==> config.mk <==
export PLATFORM = sky130hd
export DESIGN_NAME = gpio_irq_ctrl
export DESIGN_NICKNAME = d
export VERILOG_FILES = /design/src/rtl/gpio_irq_pkg.sv /design/src/rtl/gpio_irq_ctrl_debounce.sv /design/src/rtl/gpio_irq_ctrl.sv
export SDC_FILE = /design/constraint.sdc
export NUM_CORES = 1
export LEC_CHECK = 0
export ABC_CLOCK_PERIOD_IN_PS = 1900
export BUFFER_PORTS_ARGS = -buffer_cell sky130_fd_sc_hd__buf_4
export CAP_MARGIN = 40
export CORE_ASPECT_RATIO = 0.8
export CORE_MARGIN = 2
export CORE_UTILIZATION = 25
export DETAILED_ROUTE_END_ITERATION = 10
export REMOVE_ABC_BUFFERS = 1
export SLEW_MARGIN = 0
export SYNTH_ARGS = -nofsm -noshare
export SYNTH_HDL_FRONTEND = slang
export SYNTH_SLANG_ARGS = --single-unit
==> constraint.sdc <==
create_clock -name sys_clk -period 1.9 [get_ports sys_clk]
set_clock_uncertainty 0.05 [all_clocks]
set_input_delay 0 -clock sys_clk [delete_from_list [all_inputs] [get_ports sys_clk]]
set_output_delay 0 -clock sys_clk [all_outputs]
set_load 0.01 [all_outputs]
==> src/rtl/gpio_irq_pkg.sv <==
// Shared constants for the GPIO edge-interrupt controller: edge-select encoding,
// arm-counter sizing and a helper that maps detected edges through the select code.
package gpio_irq_pkg;

   localparam logic [1:0] EDGE_NONE = 2'b00;
   localparam logic [1:0] EDGE_RISE = 2'b01;
   localparam logic [1:0] EDGE_FALL = 2'b10;
   localparam logic [1:0] EDGE_ANY  = 2'b11;

   localparam int                   ARM_CNT_W = 2;
   localparam logic [ARM_CNT_W-1:0] ARM_DONE  = 2'd3;

   // sel is {fall_enable, rise_enable}
   function automatic logic edge_hit(input logic [1:0] sel, input logic rise, input logic fall);
      logic hit;
      case (sel)
         EDGE_RISE: hit = rise;
         EDGE_FALL: hit = fall;
         EDGE_ANY:  hit = rise | fall;
         default:   hit = 1'b0;
      endcase
      return hit;
   endfunction

endpackage

==> src/rtl/gpio_irq_ctrl_debounce.sv <==
// Per-pin resynchroniser with optional debounce filter producing the accepted level.
// Debounce is built only when GPIO_IRQ_DEBOUNCE_EN is defined; otherwise lvl = s2.
module gpio_irq_debounce
   import gpio_irq_pkg::*;
#(
   parameter int DEBOUNCE_CYCLES = 16
) (
   input  logic sys_clk,
   input  logic sys_rst_n,
   input  logic i_pin,
   output logic o_lvl
);

   if (DEBOUNCE_CYCLES < 1) begin : g_bad_cfg
      $error("gpio_irq_debounce: DEBOUNCE_CYCLES must be >= 1");
   end

   logic r_s1;
   logic r_s2;

   always_ff @(posedge sys_clk or negedge sys_rst_n) begin
      if (!sys_rst_n) begin
         r_s1 <= 1'b0;
         r_s2 <= 1'b0;
      end else begin
         r_s1 <= i_pin;
         r_s2 <= r_s1;
      end
   end

`ifdef GPIO_IRQ_DEBOUNCE_EN
   localparam int                CNT_W    = $clog2(DEBOUNCE_CYCLES + 1);
   localparam logic [CNT_W-1:0]  CNT_DONE = CNT_W'(DEBOUNCE_CYCLES);

   logic [CNT_W-1:0] r_cnt;
   logic             r_stable;

   // Any return to the accepted level restarts the qualification window.
   always_ff @(posedge sys_clk or negedge sys_rst_n) begin
      if (!sys_rst_n) begin
         r_cnt    <= '0;
         r_stable <= 1'b0;
      end else if (r_s2 == r_stable) begin
         r_cnt <= '0;
      end else if (r_cnt == CNT_DONE) begin
         r_stable <= r_s2;
         r_cnt    <= '0;
      end else begin
         r_cnt <= r_cnt + 1'b1;
      end
   end

   assign o_lvl = r_stable;
`else
   assign o_lvl = r_s2;
`endif

endmodule

==> src/rtl/gpio_irq_ctrl.sv <==
// Per-pin edge-detect interrupt controller with W1C pending register and OR-ed irq_out.
// Optional per-pin debounce is enabled by defining GPIO_IRQ_DEBOUNCE_EN.
module gpio_irq_ctrl
   import gpio_irq_pkg::*;
#(
   parameter int GPIO_PORT_NUM   = 32,
   parameter int DEBOUNCE_CYCLES = 16
) (
   input  logic                     sys_clk,
   input  logic                     sys_rst_n,
   input  logic [GPIO_PORT_NUM-1:0] gpio_input_val,
   input  logic [GPIO_PORT_NUM-1:0] ctrl_irq_en,
   input  logic [GPIO_PORT_NUM-1:0] ctrl_irq_rise,
   input  logic [GPIO_PORT_NUM-1:0] ctrl_irq_fall,
   input  logic                     irq_clr_valid,
   input  logic [GPIO_PORT_NUM-1:0] irq_clr_mask,
   output logic [GPIO_PORT_NUM-1:0] irq_pending,
   output logic                     irq_out
);

   logic [GPIO_PORT_NUM-1:0] w_lvl;
   logic [GPIO_PORT_NUM-1:0] r_prev;
   logic [GPIO_PORT_NUM-1:0] w_set;
   logic [GPIO_PORT_NUM-1:0] w_clr;
   logic [GPIO_PORT_NUM-1:0] r_pending;
   logic [ARM_CNT_W-1:0]     r_arm_cnt;
   logic                     w_armed;
   logic                     r_irq_out;

   for (genvar g = 0; g < GPIO_PORT_NUM; g++) begin : g_pin
      gpio_irq_debounce #(
         .DEBOUNCE_CYCLES (DEBOUNCE_CYCLES)
      ) u_debounce (
         .sys_clk   (sys_clk),
         .sys_rst_n (sys_rst_n),
         .i_pin     (gpio_input_val[g]),
         .o_lvl     (w_lvl[g])
      );
   end

   // Edges are masked until the counter saturates so the reset value of prev
   // cannot fake an edge on pins already high.
   assign w_armed = (r_arm_cnt == ARM_DONE);

   always_comb begin
      w_set = '0;
      for (int i = 0; i < GPIO_PORT_NUM; i++) begin
         w_set[i] = w_armed & ctrl_irq_en[i] &
                    edge_hit({ctrl_irq_fall[i], ctrl_irq_rise[i]},
                             w_lvl[i] & ~r_prev[i],
                             ~w_lvl[i] & r_prev[i]);
      end
   end

   assign w_clr = irq_clr_valid ? irq_clr_mask : '0;

   always_ff @(posedge sys_clk or negedge sys_rst_n) begin
      if (!sys_rst_n) begin
         r_prev    <= '0;
         r_arm_cnt <= '0;
         r_pending <= '0;
         r_irq_out <= 1'b0;
      end else begin
         r_prev    <= w_lvl;
         if (!w_armed) begin
            r_arm_cnt <= r_arm_cnt + 1'b1;
         end
         // Set wins over a same-cycle clear.
         r_pending <= (r_pending & ~w_clr) | w_set;
         r_irq_out <= |r_pending;
      end
   end

   assign irq_pending = r_pending;
   assign irq_out     = r_irq_out;

endmodule

==> metrics.md, run 1 <==
| Metric | Value |
|---|---|
| Clock-pin slew on the worst setup and hold paths | 0.06 ns |
| Headroom to the max-slew limit | 0.623 |
| Vias in the first global route | 5123 |
| CTS buffer count | 17 |
| Hold depth | 4 |
| Filler instances | 2233 |
| Combinational share of power | 0.165 |
| Sw frac | 0.233 |
| RePlAce Congestion | 0.748 |
| Antenna violations before repair | 0 |
| Largest net degree at the start of global routing | 60 |
| Max Fclk | 0.546 GHz |
| Unrepaired setup endpoints after global routing | false |
| Clock sinks | 131 |
| Internal Pwr Total | 5.96 mW |
| Seq/Total Area, Yosys | 0.545 |
| Setup TNS | 0 ns |
| Total GRT Usage | 0.131 |
| Count of warnings emitted by yosys | 0 |
| Root buffer cell | clkbuf_16 |
| Setup ws final | 0.0697 ns |
| Remaining DRCs | 0 |
| Outcome | finished, final reports clean |
| Switch Pwr | 1.82 mW |
| CTS max path bufs | 2 |
| Average wire per standard cell | 14.0 um |
| Met3 usage | 0.0378 |
| Synth Instances | 504 |
| Fin crit period | 1.83 ns |
| Final period util | 0.963 |
| Final WL | 16.6 mm |
| P&R area growth vs syn | 66.4% |
| Power Density | 778 mW/mm^2 |
| Dpl ws | 0.156 ns |
| Pin slew with the least headroom to its limit | 0.560 ns |
| Pwr Total | 7.78 mW |
| Area after DPL | 0.00786 sq mm |
| Final Cell Area | 0.0100 sq mm |
| Synth top area cells | dfrtp_1 (55%), ha_1 (14%), a311oi_2 (7.0%), nand2b_1 (6.1%), a21o_1 (4.0%) |
| Pre-Repair DR Iteration Count | 4 |
| WHS | 0.0183 ns |
| IO Count | 196 |
| H-tree levels | 4 |
| Min-Delay Path Class | in -> reg |
| Row cnt | 50 |
| Fin nets | 1095 |
| GR Layer Usage met2 | 0.221 |
| Input/output buffers | 195 |
| Startpoint class of the critical path | flop |
| Initial Util | 0.256 |
| Syn Area/Cell | 11.9 sq um |
| Clk pwr share | 0.431 |
| Flops & latches, synth | 131 |
| Largest area contributor in the netlist | dfrtp_1 |
| Multi-input logic area | 0.00243 sq mm |
| Overflow after GRT | 0 |
| Crit path capture type | flop |
| Total leakage power | 4.97 nW |
| MaxCap Viol Count | 0 |
| Fin. max-slew vios | 0 |
| WS Path Type | reg -> reg |
| DIE AREA | 0.0253 sq mm |
| CTS tree | done |
| Worst skew pair latency | 0.41 ns |
| Final hold violation count | 0 |
| Reg area | 0.00328 sq mm |
| Most crowded layer after global routing | met2 |
| Via density | 4.13 |
| Netlist cell types | 21 |
| CP required | 2.19 ns |
| Via count | 4912 |
| Die width | 177 um |
| Worst R2R Path Depth | 5 |
| CP Data Arrival Time | 2.12 ns |
| First-pass GRT wire length | 25.5 mm |
| Die Y | 143 um |
| Met1 Resource Use GR | 0.162 |
| Crit path max fanout | 3 |
| Count of final setup violators | 0 |
| Mapped cell area | 0.00601 sq mm |
| DRT iter0 DRCs | 138 |
| HPWL Detailed | 10.7 mm |
| Final ANT Viol Nets | 0 |
| Flop pwr share | 0.405 |
| Post-synth top area share | 0.545 |
| Fraction of layout instances using a drive strength above 1 | 0.303 |
| Diode count | 0 |
| VDD IR-drop max | 0.336 mV |
| Core area | 0.0235 sq mm |
-- cells in the final DEF, fill, tap and decap left out, types with 4 or more instances in the layout --
| cell | instances |
|---|---|
| dlygate4sd3_1 | 146 |
| a311oi_2 | 28 |
| nor4_1 | 8 |
| a21o_1 | 32 |
| inv_1 | 64 |
| nand2_2 | 4 |
| a21oi_1 | 32 |
| ha_1 | 64 |
| buf_4 | 199 |
| nand2_1 | 60 |
| nand2b_1 | 58 |
| dfrtp_1 | 131 |
| or2b_1 | 5 |
| clkbuf_8 | 4 |
| a311oi_1 | 4 |
| clkbuf_16 | 18 |
-- layout make-up --
type                       count  area share
clock buffer                  24      0.0492
multi-input combinational    302       0.243
inverter                      64      0.0240
clock inverter                 5      0.0100
tap                          312      0.0390
sequential                   131       0.328
timing repair buffer         351       0.307
-- stage by stage --
stage,util,instances
floorplan,-,497
global placement,0.334,1008
detailed placement,0.334,1008
CTS,0.421,1183
global route,0.425,1189
finish,0.425,1189
-- per-layer routing --
layer	up-vias	routed length (um)
met3	18	948
met1	2341	7540
met5	-	0
met4	0	240
met2	135	7920
li1	2418	-
-- cell usage after synthesis --
master	instances
buf_4	1
a21oi_1	32
inv_1	64
nand2_1	60
buf_8	2
buf_2	2
a311oi_1	4
or2b_1	5
nand4_1	2
buf_6	1
buf_12	1
xnor2_1	1
a21o_1	32
nand2b_1	59
or2_1	1
ha_1	65
dfrtp_1	131
a311oi_2	28
mux2_2	1
nand2_2	4
nor4_1	8
-- path summary, 6_finish.rpt --
path	endpoint	start	slack [ns]
max	irq_pending[28]	g_pin[28].u_debounce.o_lvl	0.07
min	irq_pending[10]	ctrl_irq_fall[10]	0.02
max reg2reg	irq_pending[28]	g_pin[28].u_debounce.o_lvl	0.07
min reg2reg	g_pin[25].u_debounce.o_lvl	g_pin[25].u_debounce.r_s1	0.29
max in group asynchronous	r_prev[19]	sys_rst_n	0.84
min in group asynchronous	irq_out	sys_rst_n	0.09
-- cells by family (layout without fill, tap and decap cells) --
group,Yosys count,in the layout,synth area share
AOI/OAI and AO/OA,96,96,0.142
xor gates and xnor gates,1,1,0.00146
adders and majority gates,65,65,0.135
buffers and inverters,71,444,0.0531
DFF,131,131,0.545
muxes,1,1,0.00187
and+or+nand+nor,139,139,0.121
-- timing repair --
item                                    CTS  global route
endpoints found under the setup margin    0             5
resized for setup                         0             2
endpoints found under the hold margin   195             0
hold buffers                            146             0
setup buffers                             0             4
-- critical path, stage by stage, from the launching register on --
cell	delay [ns]
dfrtp_1	0.39
ha_1	0.27
nand2b_1	0.15
a311oi_2	0.26
a21o_1	0.11
dlygate4sd3_1	0.54
-- registers in the layout, summed over array words and instances, names as in the netlist --
signal,count
g_pin.u_debounce.o_lvl,32
g_pin.u_debounce.r_s1,32
irq_out,1
irq_pending,32
r_arm_cnt,2
r_prev,32
-- power by group through the flow --
stage / logic [mW] / registers [mW] / clock network [mW]
2_1_floorplan: 0.341 / 3.21 / 0
3_3_place_gp: 1.02 / 3.18 / 0
3_5_place_dp: 1.02 / 3.20 / 0
4_1_cts: 1.29 / 3.15 / 3.46
5_1_grt: 1.41 / 3.17 / 3.59
6_report: 1.28 / 3.15 / 3.35
Power figures use the tool's default switching activity.
==> run 2, diff against run 1 <==
--- a/config.mk
+++ b/config.mk
@@ -11,7 +11,9 @@
 export CORE_ASPECT_RATIO = 0.8
 export CORE_MARGIN = 2
 export CORE_UTILIZATION = 25
+export CTS_CLUSTER_DIAMETER = 120
 export DETAILED_ROUTE_END_ITERATION = 10
+export GPL_TIMING_DRIVEN = 0
 export REMOVE_ABC_BUFFERS = 1
 export SLEW_MARGIN = 0
 export SYNTH_ARGS = -nofsm -noshare
==> metrics.md, run 2 (same netlist as run 1, synthesis figures left out) <==
| Metric | Value |
|---|---|
| Root buffer cell | clkbuf_16 |
| Clock sinks | 131 |
| Die width | 177 um |
| Internal Pwr Total | 6.16 mW |
| Sw frac | 0.230 |
| Combinational share of power | 0.157 |
| Final hold violation count | 0 |
| Core area | 0.0235 sq mm |
| Vias in the first global route | 5082 |
| Max Fclk | 0.585 GHz |
| Pre-Repair DR Iteration Count | 4 |
| Final period util | 0.899 |
| VDD IR-drop max | 0.410 mV |
| CP top delay family | adder cells |
| Fin nets | 1096 |
| CP Data Arrival Time | 2.01 ns |
| Fraction of layout instances using a drive strength above 1 | 0.297 |
| Setup TNS | 0 ns |
| Filler instances | 2176 |
| Clock-pin slew on the worst setup and hold paths | 0.05 ns |
| Outcome | finished, final reports clean |
| Headroom to the max-slew limit | 0.592 |
| MaxCap Viol Count | 0 |
| DRT iter0 DRCs | 145 |
| Largest net degree at the start of global routing | 71 |
| Final ANT Viol Nets | 0 |
| Count of final setup violators | 0 |
| Worst r2r src | r_arm_cnt[0] |
| Flop pwr share | 0.395 |
| Crit path max fanout | 18 |
| H-tree levels | 4 |
| Unrepaired setup endpoints after global routing | false |
| Power Density | 796 mW/mm^2 |
| Startpoint class of the critical path | flop |
| Input/output buffers | 195 |
| Area after DPL | 0.00785 sq mm |
| WP buf/inv | 1 |
| DIE AREA | 0.0253 sq mm |
| Pwr Total | 7.99 mW |
| WS Path Type | reg -> reg |
| Clk pwr share | 0.448 |
| RePlAce Congestion | 0.700 |
| Final Cell Area | 0.0100 sq mm |
| Fin crit period | 1.71 ns |
| CP cell instances | ha_2 > buf_16 > nand2_1 > a311oi_2 > a21o_1 |
| CP max stage cell | ha_2 |
| HPWL Detailed | 10.6 mm |
| Via count | 4862 |
| Crit path capture type | flop |
| Commonest cells after routing, fill and taps aside | buf_4 (194), dlygate4sd3_1 (155), dfrtp_1 (131), inv_1 (64), ha_1 (64) |
| Fin. max-slew vios | 0 |
| Diode count | 0 |
| Initial Util | 0.256 |
| Remaining DRCs | 0 |
| Overflow after GRT | 0 |
| CTS buffer count | 17 |
| Via density | 4.08 |
| Leading cell type in the layout, fill and taps excluded | buf_4 |
| # Post-CTS Setup Buffers | 0 |
| Crit path largest cell delay | 0.53 ns |
| CTS tree | done |
| Switch Pwr | 1.84 mW |
| Pin slew with the least headroom to its limit | 0.611 ns |
| Row cnt | 50 |
| Min-Delay Path Class | in -> reg |
| CTS max path bufs | 2 |
| Die Y | 143 um |
| Antenna violations before repair | 0 |
| First-pass GRT wire length | 25.2 mm |
| Total GRT Usage | 0.129 |
| Worst skew pair latency | 0.41 ns |
| P&R area growth vs syn | 67.1% |
| Average wire per standard cell | 13.3 um |
| CP startpoint | r_arm_cnt[0] |
| Total leakage power | 4.97 nW |
| CP required | 2.20 ns |
| Final WL | 15.9 mm |
| IO Count | 196 |
| HP Start | ctrl_irq_fall[31] |
## run 2: cell type report
type,instances,area [sq um],area share
inverter,64,240,0.0239
timing repair buffer,352,3070,0.306
multi-input combinational,302,2420,0.241
clock inverter,10,180,0.0179
tap,312,390,0.0389
sequential,131,3280,0.326
clock buffer,21,460,0.0458
## run 2: through the flow
step / setup WS [ns] / util / hold WS (ns) / instances
global route: 0.0869 / 0.427 / 0.0208 / 1192
floorplan: 0.228 / - / -0.346 / 497
finish: 0.192 / 0.427 / 0.0172 / 1192
detailed placement: 0.00134 / 0.334 / -0.0215 / 1006
global placement: -0.716 / 0.331 / 0.0594 / 1004
CTS: 0.140 / 0.427 / 0.000664 / 1192
## run 2: what timing repair did
action / in CTS / in global routing
gates resized for setup: 1 / 0
endpoints found under the setup margin: 1 / 0
hold endpoints to repair: 125 / 0
hold buffers: 155 / 0
## run 2: metal layers
layer,up-vias,global-route usage,share of wire
li1,2419,-,-
met1,2294,0.160,0.45
met2,129,0.218,0.48
met3,20,0.0357,0.052
met4,0,0.0444,0.016
met5,-,0,0
## run 2: worst paths after layout
kind	end	slack, ns	depth (start not counted)
min reg2reg	g_pin[26].u_debounce.o_lvl	0.30	0
max in group asynchronous	irq_pending[8]	0.97	3
max	irq_pending[14]	0.19	5
max reg2reg	irq_pending[14]	0.19	5
min	irq_pending[31]	0.02	4
min in group asynchronous	irq_pending[23]	0.07	2
## run 2: worst reg2reg max path, delay by kind of cell, from the launching register on
kind            cells  cell delay, ns
fa+ha+maj           1            0.53
simple gates        1            0.09
compound gates      2            0.39
flops               1            0.36
buf+inv             1            0.24
## run 2: power groups by stage
stage          combinational [mW]  clock (mW)  sequential (mW)
2_1_floorplan               0.341           0             3.21
3_3_place_gp                0.976           0             3.20
3_5_place_dp                0.998           0             3.21
4_1_cts                      1.26        3.71             3.16
5_1_grt                      1.38        3.85             3.19
6_report                     1.25        3.58             3.16
